===== config.mk =====
export PLATFORM = sky130hd
export DESIGN_NAME = bot_updt_responder
export DESIGN_NICKNAME = d
export VERILOG_FILES = /design/src/rtl/bot_updt_pkg.sv /design/src/rtl/botinfo_fifo.sv /design/src/rtl/bot_updt_responder.sv
export SDC_FILE = /design/constraint.sdc
export NUM_CORES = 1
export LEC_CHECK = 0
export BUFFER_PORTS_ARGS = -buffer_cell sky130_fd_sc_hd__buf_2
export CAP_MARGIN = 20
export CORE_ASPECT_RATIO = 1.25
export CORE_MARGIN = 5
export CORE_UTILIZATION = 25
export CTS_CLUSTER_SIZE = 14
export DETAILED_ROUTE_END_ITERATION = 10
export PLACE_DENSITY = 0.53
export RECOVER_POWER = 50
export SLEW_MARGIN = 20
export SYNTH_ARGS = -nofsm -noshare
export SYNTH_HDL_FRONTEND = slang
export SYNTH_SLANG_ARGS = --single-unit
export TNS_END_PERCENT = 30

===== constraint.sdc =====
create_clock -name clk -period 3.1 [get_ports clk]
set_input_delay 0.155 -clock clk [delete_from_list [all_inputs] [get_ports clk]]
set_output_delay 0.155 -clock clk [all_outputs]
set_load 0.01 [all_outputs]

===== src/rtl/bot_updt_pkg.sv =====
// Shared types and constants for the BotInfo update responder:
// FSM states, BotInfo word field offsets and default parameter values.
package bot_updt_pkg;

  typedef enum logic [1:0] {
    ST_IDLE     = 2'd0,
    ST_CAPTURE  = 2'd1,
    ST_ACK      = 2'd2,
    ST_WAIT_LOW = 2'd3
  } state_e;

  localparam int LOCX_MSB    = 31;
  localparam int LOCX_LSB    = 24;
  localparam int LOCY_MSB    = 23;
  localparam int LOCY_LSB    = 16;
  localparam int SENSORS_MSB = 15;
  localparam int SENSORS_LSB = 8;
  localparam int BOTINFO_MSB = 7;
  localparam int BOTINFO_LSB = 0;

  localparam int DEF_FIFO_DEPTH  = 4;
  localparam int DEF_ACK_HOLD    = 2;
  localparam int DEF_ACK_TIMEOUT = 255;

endpackage


===== src/rtl/botinfo_fifo.sv =====
// First-word-fall-through snapshot FIFO. A push into a full FIFO is accepted
// only when a pop frees the head in the same cycle; otherwise it is dropped.
module botinfo_fifo
  import bot_updt_pkg::*;
#(
  parameter int FIFO_DEPTH = DEF_FIFO_DEPTH
) (
  input  logic                          clk_i,
  input  logic                          rst_i,
  input  logic                          push_i,
  input  logic [31:0]                   wdata_i,
  input  logic                          pop_i,
  output logic [31:0]                   rdata_o,
  output logic                          empty_o,
  output logic                          full_o,
  output logic [$clog2(FIFO_DEPTH):0]   count_o,
  output logic                          irq_o,
  output logic                          drop_o
);

  localparam int AW = $clog2(FIFO_DEPTH);
  localparam logic [AW:0]   FULL_CNT = (AW+1)'(FIFO_DEPTH);
  localparam logic [AW:0]   ZERO_CNT = (AW+1)'(0);
  localparam logic [AW:0]   ONE_CNT  = (AW+1)'(1);
  localparam logic [AW-1:0] PTR_ZERO = AW'(0);
  localparam logic [AW-1:0] PTR_ONE  = AW'(1);

  logic [31:0]   mem_q [FIFO_DEPTH];
  logic [AW-1:0] wr_ptr_q;
  logic [AW-1:0] rd_ptr_q;
  logic [AW:0]   count_q;
  logic [AW:0]   count_d;
  logic          irq_q;
  logic          do_push_s;
  logic          do_pop_s;

  assign do_pop_s  = pop_i && (count_q != ZERO_CNT);
  assign do_push_s = push_i && ((count_q != FULL_CNT) || do_pop_s);
  assign drop_o    = push_i && !do_push_s;

  always_comb begin
    count_d = count_q;
    if (do_push_s && !do_pop_s) begin
      count_d = count_q + ONE_CNT;
    end else if (do_pop_s && !do_push_s) begin
      count_d = count_q - ONE_CNT;
    end else begin
      count_d = count_q;
    end
  end

  always_ff @(posedge clk_i or posedge rst_i) begin
    if (rst_i) begin
      wr_ptr_q <= PTR_ZERO;
      rd_ptr_q <= PTR_ZERO;
      count_q  <= ZERO_CNT;
      irq_q    <= 1'b0;
    end else begin
      if (do_push_s) wr_ptr_q <= wr_ptr_q + PTR_ONE;
      if (do_pop_s)  rd_ptr_q <= rd_ptr_q + PTR_ONE;
      count_q <= count_d;
      irq_q   <= (count_d != ZERO_CNT);
    end
  end

  // Storage needs no reset: the read port is gated by the empty condition.
  always_ff @(posedge clk_i) begin
    if (do_push_s) mem_q[wr_ptr_q] <= wdata_i;
  end

  assign rdata_o = (count_q == ZERO_CNT) ? 32'h0000_0000 : mem_q[rd_ptr_q];
  assign empty_o = (count_q == ZERO_CNT);
  assign full_o  = (count_q == FULL_CNT);
  assign count_o = count_q;
  assign irq_o   = irq_q;

endmodule


===== src/rtl/bot_updt_responder.sv =====
// Responds to the asynchronous BotInfo update flag: synchronizes it, snapshots
// the BotInfo word into a FIFO, and pulses the acknowledge that clears the flag.
module bot_updt_responder
  import bot_updt_pkg::*;
#(
  parameter int FIFO_DEPTH  = DEF_FIFO_DEPTH,
  parameter int ACK_HOLD    = DEF_ACK_HOLD,
  parameter int ACK_TIMEOUT = DEF_ACK_TIMEOUT
) (
  input  logic                          clk,
  input  logic                          rst,
  input  logic                          i_botupdt_sync,
  input  logic [31:0]                   i_botinfo,
  output logic                          o_int_ack,
  input  logic                          i_pop,
  output logic [31:0]                   o_rdata,
  output logic                          o_empty,
  output logic                          o_full,
  output logic [$clog2(FIFO_DEPTH):0]   o_count,
  output logic                          o_overflow,
  output logic                          o_timeout,
  input  logic                          i_clr_err,
  output logic                          o_irq
);

  localparam int TW = $clog2(ACK_TIMEOUT + 1);
  localparam logic [3:0]    HOLD_LAST = 4'(ACK_HOLD - 1);
  localparam logic [TW-1:0] TMO_LAST  = TW'(ACK_TIMEOUT - 1);

  state_e        state_q;
  logic          sync_meta_q;
  logic          sync_q;
  logic [3:0]    hold_cnt_q;
  logic [TW-1:0] tmo_cnt_q;
  logic          ack_q;
  logic          overflow_q;
  logic          timeout_q;
  logic          push_s;
  logic          drop_s;
  logic          retry_s;

  assign push_s  = (state_q == ST_CAPTURE);
  assign retry_s = (state_q == ST_WAIT_LOW) && sync_q && (tmo_cnt_q == TMO_LAST);

  // The acknowledge is raised on the same edge that enters ACK so it tracks the state exactly.
  always_ff @(posedge clk or posedge rst) begin
    if (rst) begin
      sync_meta_q <= 1'b0;
      sync_q      <= 1'b0;
      state_q     <= ST_IDLE;
      hold_cnt_q  <= 4'd0;
      tmo_cnt_q   <= TW'(0);
      ack_q       <= 1'b0;
    end else begin
      sync_meta_q <= i_botupdt_sync;
      sync_q      <= sync_meta_q;
      case (state_q)
        ST_IDLE: begin
          if (sync_q) state_q <= ST_CAPTURE;
        end
        ST_CAPTURE: begin
          state_q    <= ST_ACK;
          ack_q      <= 1'b1;
          hold_cnt_q <= 4'd0;
        end
        ST_ACK: begin
          if (hold_cnt_q == HOLD_LAST) begin
            state_q   <= ST_WAIT_LOW;
            ack_q     <= 1'b0;
            tmo_cnt_q <= TW'(0);
          end else begin
            hold_cnt_q <= hold_cnt_q + 4'd1;
          end
        end
        ST_WAIT_LOW: begin
          if (!sync_q) begin
            state_q <= ST_IDLE;
          end else if (retry_s) begin
            state_q    <= ST_ACK;
            ack_q      <= 1'b1;
            hold_cnt_q <= 4'd0;
          end else begin
            tmo_cnt_q <= tmo_cnt_q + TW'(1);
          end
        end
        default: begin
          state_q <= ST_IDLE;
          ack_q   <= 1'b0;
        end
      endcase
    end
  end

  // Sticky error flags: a set event beats a simultaneous clear.
  always_ff @(posedge clk or posedge rst) begin
    if (rst) begin
      overflow_q <= 1'b0;
      timeout_q  <= 1'b0;
    end else begin
      overflow_q <= drop_s  | (overflow_q & ~i_clr_err);
      timeout_q  <= retry_s | (timeout_q  & ~i_clr_err);
    end
  end

  botinfo_fifo #(
    .FIFO_DEPTH (FIFO_DEPTH)
  ) u_fifo (
    .clk_i   (clk),
    .rst_i   (rst),
    .push_i  (push_s),
    .wdata_i (i_botinfo),
    .pop_i   (i_pop),
    .rdata_o (o_rdata),
    .empty_o (o_empty),
    .full_o  (o_full),
    .count_o (o_count),
    .irq_o   (o_irq),
    .drop_o  (drop_s)
  );

  assign o_int_ack  = ack_q;
  assign o_overflow = overflow_q;
  assign o_timeout  = timeout_q;

endmodule

### After elaboration in Yosys (flattened, before gate mapping)

Memory sizes are Yosys's and may differ from the RTL's.
Cells that the tools add are included.

* bitwise gates (word level): 5
* equal/unequal tests: 14
* muxes and demuxes: 22
* add/sub/neg operators: 6
* reductions and logical operators: 20

Operators with widths (number)
* $mux 32: 1
* $mux 8: 3
* $pmux 8 s2: 1
* $mux 4: 3
* $ne 2x2->1 const B: 6
* $pmux 4 s3: 1
* $reduce_and 4->1: 3
* $reduce_bool 3->1: 3
* $add 8x1->8 const B: 1
* $eq 8x8->1 const B: 1
* $mux 2: 4
* $pmux 2 s4: 1
* $logic_and 1x1->1: 7
* $mux 3: 2
* $ne 3x3->1 const B: 2
* $mux 1: 5
* $add 2x1->2 const B: 2
* $add 4x1->4 const B: 1
* $eq 2x2->1 const B: 2
* $eq 4x1->1 const B: 1
* $add 3x1->3 const B: 1
* $eq 3x3->1 const B: 1
* $logic_not 3->1: 1
* $pmux 1 s3: 1
* other kinds (10): 13

* RAM bits: 128
* register bits: 27
* memories kept: 1

Memories
* u_fifo.mem_q: depth 4, bits a word 32, rd ports 1, clocked after memory_dff 0, wr ports 1, line botinfo_fifo.sv:28 `logic [31:0] mem_q [FIFO_DEPTH];`

### Depth between registers and ports, before layout

* word-level depth: 9
* gate-level depth with buffers: 7
* gate-level depth less buffers: 6

### Hierarchy

Synthesis repeated with hierarchy kept, for this count alone.

* cell total of the unflattened synthesis: 361
* area, all modules: 6394.9 sq um

Modules (own cells, without submodules)
* botinfo_fifo: times used 1, cells each 266, area each 5401.4 sq um
* bot_updt_responder: times used 1, cells each 95, area each 993.5 sq um

### Worst setup path before layout

No wires, ideal clock.

* kind: flip-flop to flip-flop
* start point: reg u_fifo.count_q[0], in the netlist u_fifo.count_o[0]
* end point: mem u_fifo.mem_q[0][0], enable pin
* data arrival time: 2.014 ns
* data required time: 2.708 ns
* library setup time: 0.392 ns
* path buffers: 0
* path slack: 0.694 ns
* cell stages (with the launch flop): 7
* path through: dfrtp_1 -> inv_1 -> ha_1 -> nand2_1 -> nor2_1 -> nor2_1 -> and2_1

* word-level cells in the longest chain between the ends: 6

RTL lines
* from (decl): line botinfo_fifo.sv:31 `logic [AW:0] count_q;`
* from (signal assigned): line botinfo_fifo.sv:61 `count_q <= count_d;`
* $reduce_bool 3->1: line botinfo_fifo.sv:37 `assign do_pop_s = pop_i && (count_q != ZERO_CNT);`
* $logic_and 1x1->1: line botinfo_fifo.sv:37
* $logic_or 1x1->1 (*): line botinfo_fifo.sv:38 `assign do_push_s = push_i && ((count_q != FULL_CNT) || do_pop_s);`
* $logic_and 1x1->1 (*): line botinfo_fifo.sv:38
* $mux 1 (*): line botinfo_fifo.sv:68 `if (do_push_s) mem_q[wr_ptr_q] <= wdata_i;`
* $mux 1 (implied by the code) (*): line botinfo_fifo.sv:68
* to (decl): line botinfo_fifo.sv:28

Every way passes the cells marked *; elsewhere a longest branch is shown, timed or not.

### Worst setup path after layout

* start point: reg u_fifo.count_q[0], in the netlist u_fifo.count_o[0]
* end point: out o_rdata[27]

* word-level cells in the longest chain between the ends: 2

RTL lines
* $logic_not 3->1: line botinfo_fifo.sv:71 `assign rdata_o = (count_q == ZERO_CNT) ? 32'h0000_0000 : mem_q[rd_ptr_q];`
* $mux 32: line botinfo_fifo.sv:71
* to (decl): line bot_updt_responder.sv:16 `output logic [31:0] o_rdata,`

No other way between the ends.

==> metrics.log <==
[metrics] standard cell with the maximum stage delay on the critical path: nand2b_1
[metrics] post-route antenna net violation count: 0
[metrics] kind of critical path: reg -> out
[metrics] cell count after synthesis: 360
[metrics] number of port buffers: between 70 and 80
[metrics] worst clock skew on the final layout: 0.00981 ns
[metrics] transition at the pin with the smallest max-transition slack: 1.07 ns
[metrics] CTS tree: yes
[metrics] status: completed
[metrics] starting utilization of the core area: around a quarter
[metrics] Net Count, Synth: roughly 400
[metrics] number of vias per cell after detailed routing: between 4 and 5
[metrics] shortest period the worst path allows: about 2.5 ns
[metrics] final number of hold-violating endpoints: 0
[metrics] Synth async-reset ratio: between 15 and 20%
[metrics] R2R Path End: u_fifo.mem_q[0][5]
[metrics] type of element capturing the critical path: primary output
[metrics] worst hold path class: in -> reg
[metrics] worst hold endpoint: u_fifo.rd_ptr_q[0]
[metrics] final setup TNS: 0 ns
[metrics] pin count of the biggest net entering global routing: 34
[metrics] leading cell types by total area after synthesis: edfxtp_1 61%, mux4_2 11%, dfrtp_1 11%
[metrics] Synth Cell Area: between 6000 and 7000 um^2
[metrics] post-layout net count: roughly 540
[metrics] reg2reg start: u_fifo.count_o[0]
[metrics] H-tree lvl count: 4
[metrics] wire length of the first global-routing pass: about 22 mm
[metrics] Total Routing Usage GR: under 10%
[metrics] Most used DFF post-synth: edfxtp_1
[metrics] power density normalized to cell area: between 800 and 900 nW/um^2
[metrics] clock tree root driver cell: clkbuf_16
[metrics] setup repair after global routing missed its margin: false
[metrics] Power Total: between 6 and 7 mW
[metrics] critical path fanouts, max: 20
[metrics] met3 Usage GRT: approximately 2.9%
[metrics] via count of the first global-routing pass: a little under 4000
[metrics] die height: between 150 and 200 um
[metrics] cells along the critical path: inv_1 -> ha_1 -> nand2b_1 -> buf_4 -> and2_1 -> buf_2
[metrics] critical path required time: ~2.9 ns
[metrics] clock edge transition at the registers on the reported setup and hold paths: around 0.06 ns
[metrics] share of final-layout standard cells stronger than drive strength 1: about a quarter
[metrics] width of the chip: around 150 um
[metrics] number of cells on the worst hold path: 3
[metrics] total leakage power: around 2.8 nW
[metrics] Period Utilization, post-route: approximately four fifths
[metrics] num ports: 78
[metrics] fmax: around 400 MHz
[metrics] total of endpoints with negative setup slack in the final report: 0
[metrics] Max Root-Sink Buffers: 2
[metrics] Syn. warnings: 0
[metrics] Max Slew Vio Count: 0
[metrics] buffers inserted during post-CTS setup optimization: 0
[metrics] Area Growth Syn to Fin: 27.2%
[metrics] total of flip-flops plus latches after synthesis: 155
[metrics] register-to-register path setup slack: 0.67 ns
[metrics] total routed wirelength: about 13 mm
[metrics] buffer and inverter count on the worst path: 3
[metrics] routability congestion estimate from global placement: between 0.8 and 0.9
[metrics] crit path launch type: register
[metrics] leading area contributor after synthesis: edfxtp_1
[metrics] routing layer with the top usage in global route: met2
[metrics] worst vdd ir: around 0.40 mV
[metrics] Hold Startpoint: i_pop
[metrics] post-synth cell types: 43
[metrics] area of the core region: ~25000 um^2
[metrics] endpoint arrival time on the critical path: ~2.4 ns
[metrics] part of the Yosys area used for sequential elements: a little under three quarters
[metrics] Die Footprint: between 20000 and 30000 um^2
[metrics] total gr overflow: 0
[metrics] number of enable-type register cells in the synthesized netlist: 128
[metrics] worst skew pair latency: about 0.42 ns
[metrics] Core Rows: 65
[metrics] routed via count: roughly 3500
[metrics] synthesized area divided by synthesized cell count: between 15 and 20 um^2
[metrics] post-CTS resize count: 0
[metrics] final HPWL from detailed placement: between 9 and 10 mm
[metrics] initial antenna violation count: 2
[metrics] hold buffer count at CTS: 35
[metrics] drt wl/cell: approximately 16 um
[metrics] delay of the slowest critical-path stage: roughly 0.59 ns
[metrics] worst-case headroom to the max-slew limit: between 20% and 30%
[metrics] drt first pass iters: 4
[metrics] Inserted Clock Buffers: 17
[metrics] cell family with the largest share of critical-path delay: simple AND/OR/NAND/NOR gates
[metrics] met2 Usage GRT: ~17%
[metrics] Clock Sink Count: around 160
[metrics] First DRT Iteration DRCs: between 150 and 200
[metrics] worst r2r path cells: 7
[metrics] DRC violation count after routing: 0
[metrics] Fill cells: roughly 2500
[metrics] top cell type's share of synthesized area: between 60 and 70%
[metrics] GR Util met1: a little under an eighth
[metrics] max capacitance violation total: 0
[cells in the mapped netlist (2+ instances only)]
library cell and n:
buf_6 3, edfxtp_1 128, nand4_1 5, buf_4 2, dfrtp_1 27, nand2b_1 4
mux4_2 32, inv_1 14, buf_2 5, a21oi_1 5, and3_1 3, clkbuf_1 6
nor2_1 9, or3_1 5, and2_1 37, o211ai_1 3, o21ai_0 12, nand2_1 11
nand3_1 9, xnor2_1 4, xor2_1 4, ha_1 11
[metal layers]
layer	wire [um]	vias to the layer above	share of wire [%]
li1	-	1657	-
met1	5550	1771	41
met2	7100	73	53
met3	557	19	4.1
met4	213	2	1.6
met5	13	-	0.097
[power breakdown]
part	internal (mW)	total, mW	switching, mW	leakage, nW
clock network	1.22	2.10	0.885	0.292
logic	1.06	2.08	1.02	1.05
registers	2.50	2.77	0.269	1.49
total	4.78	6.96	2.17	2.84
[metrics by stage]
stage	utilization (%)	area [um^2]	setup WS, ns	hold slack, ns	instances
floorplan	-	6350	0.694	0.186	360
global placement	28.5	7170	0.757	0.266	768
detailed placement	28.6	7180	0.657	0.239	769
CTS	32.4	8140	0.444	0.0537	836
global route	32.1	8080	0.311	0.0767	837
finish	32.1	8080	0.567	0.0731	837
[flip-flops by register name (all words and copies together) (netlist names)]
| register | cells |
|---|---|
| u_fifo.mem_q | 128 |
| tmo_cnt_q | 8 |
| hold_cnt_q | 4 |
| u_fifo.count_o | 3 |
| state_q | 2 |
| u_fifo.rd_ptr_q | 2 |
| u_fifo.wr_ptr_q | 2 |
| o_int_ack | 1 |
| o_overflow | 1 |
| o_timeout | 1 |
| sync_meta_q | 1 |
| sync_q | 1 |
| u_fifo.irq_o | 1 |
[cells by family after synthesis]
group | after synthesis | share of synthesized area, %
flip-flops | 155 | 71.2
XOR/XNOR | 8 | 1.10
AO/OA/AOI/OAI | 32 | 3.33
multiplexers | 34 | 11.7
buffers and inverters | 30 | 2.34
AND/OR/NAND/NOR | 90 | 8.20
adder cells (fa/ha/maj) | 11 | 2.17
[cells in the final DEF (no fill, tap or decap), types with 4 or more instances in the layout]
cell / count
a21oi_1: 5
and2_1: 33
and2_2: 4
buf_2: 38
buf_4: 11
clkbuf_1: 40
clkbuf_16: 17
clkinv_4: 4
dfrtp_1: 25
dlygate4sd3_1: 35
edfxtp_1: 128
ha_1: 11
inv_1: 14
inv_8: 4
mux4_2: 32
nand2_1: 11
nand2b_1: 4
nand3_1: 9
nand4_1: 5
nor2_1: 9
o21ai_0: 13
or3_1: 5
xnor2_1: 4
xor2_1: 4
[final cells by class]
type	count	area (um^2)	share of cell area (%)
repair buffers	125	793	9.82
flip-flops and latches	155	4520	56.0
inverters	14	52.6	0.650
clock buffers	17	425	5.27
well taps	335	419	5.19
multi-input cells	175	1680	20.8
clock inverters	15	181	2.25
diodes	1	2.50	0.0310
[worst max-delay path by stage]
stage,endpoint,cells after the start,startpoint,slack [ns]
detailed placement,u_fifo.mem_q[0][22],7,u_fifo.count_o[0],0.66
global placement,u_fifo.mem_q[2][16],7,u_fifo.count_o[0],0.76
global route,o_rdata[27],6,u_fifo.count_o[0],0.31
CTS,o_rdata[27],6,u_fifo.count_o[0],0.44
finish,o_rdata[27],6,u_fifo.count_o[0],0.57
floorplan,u_fifo.mem_q[0][0],6,u_fifo.count_o[0],0.69
[worst register-to-register path, cell delays in order, from the launching register on]
cell and delay [ns]:
dfrtp_1 0.38, inv_1 0.12, ha_1 0.25, nand2_1 0.16, nor2_1 0.06, nor2_1 0.32, and2_2 0.55, buf_4 0.29
(Power assumes the default switching activity.)
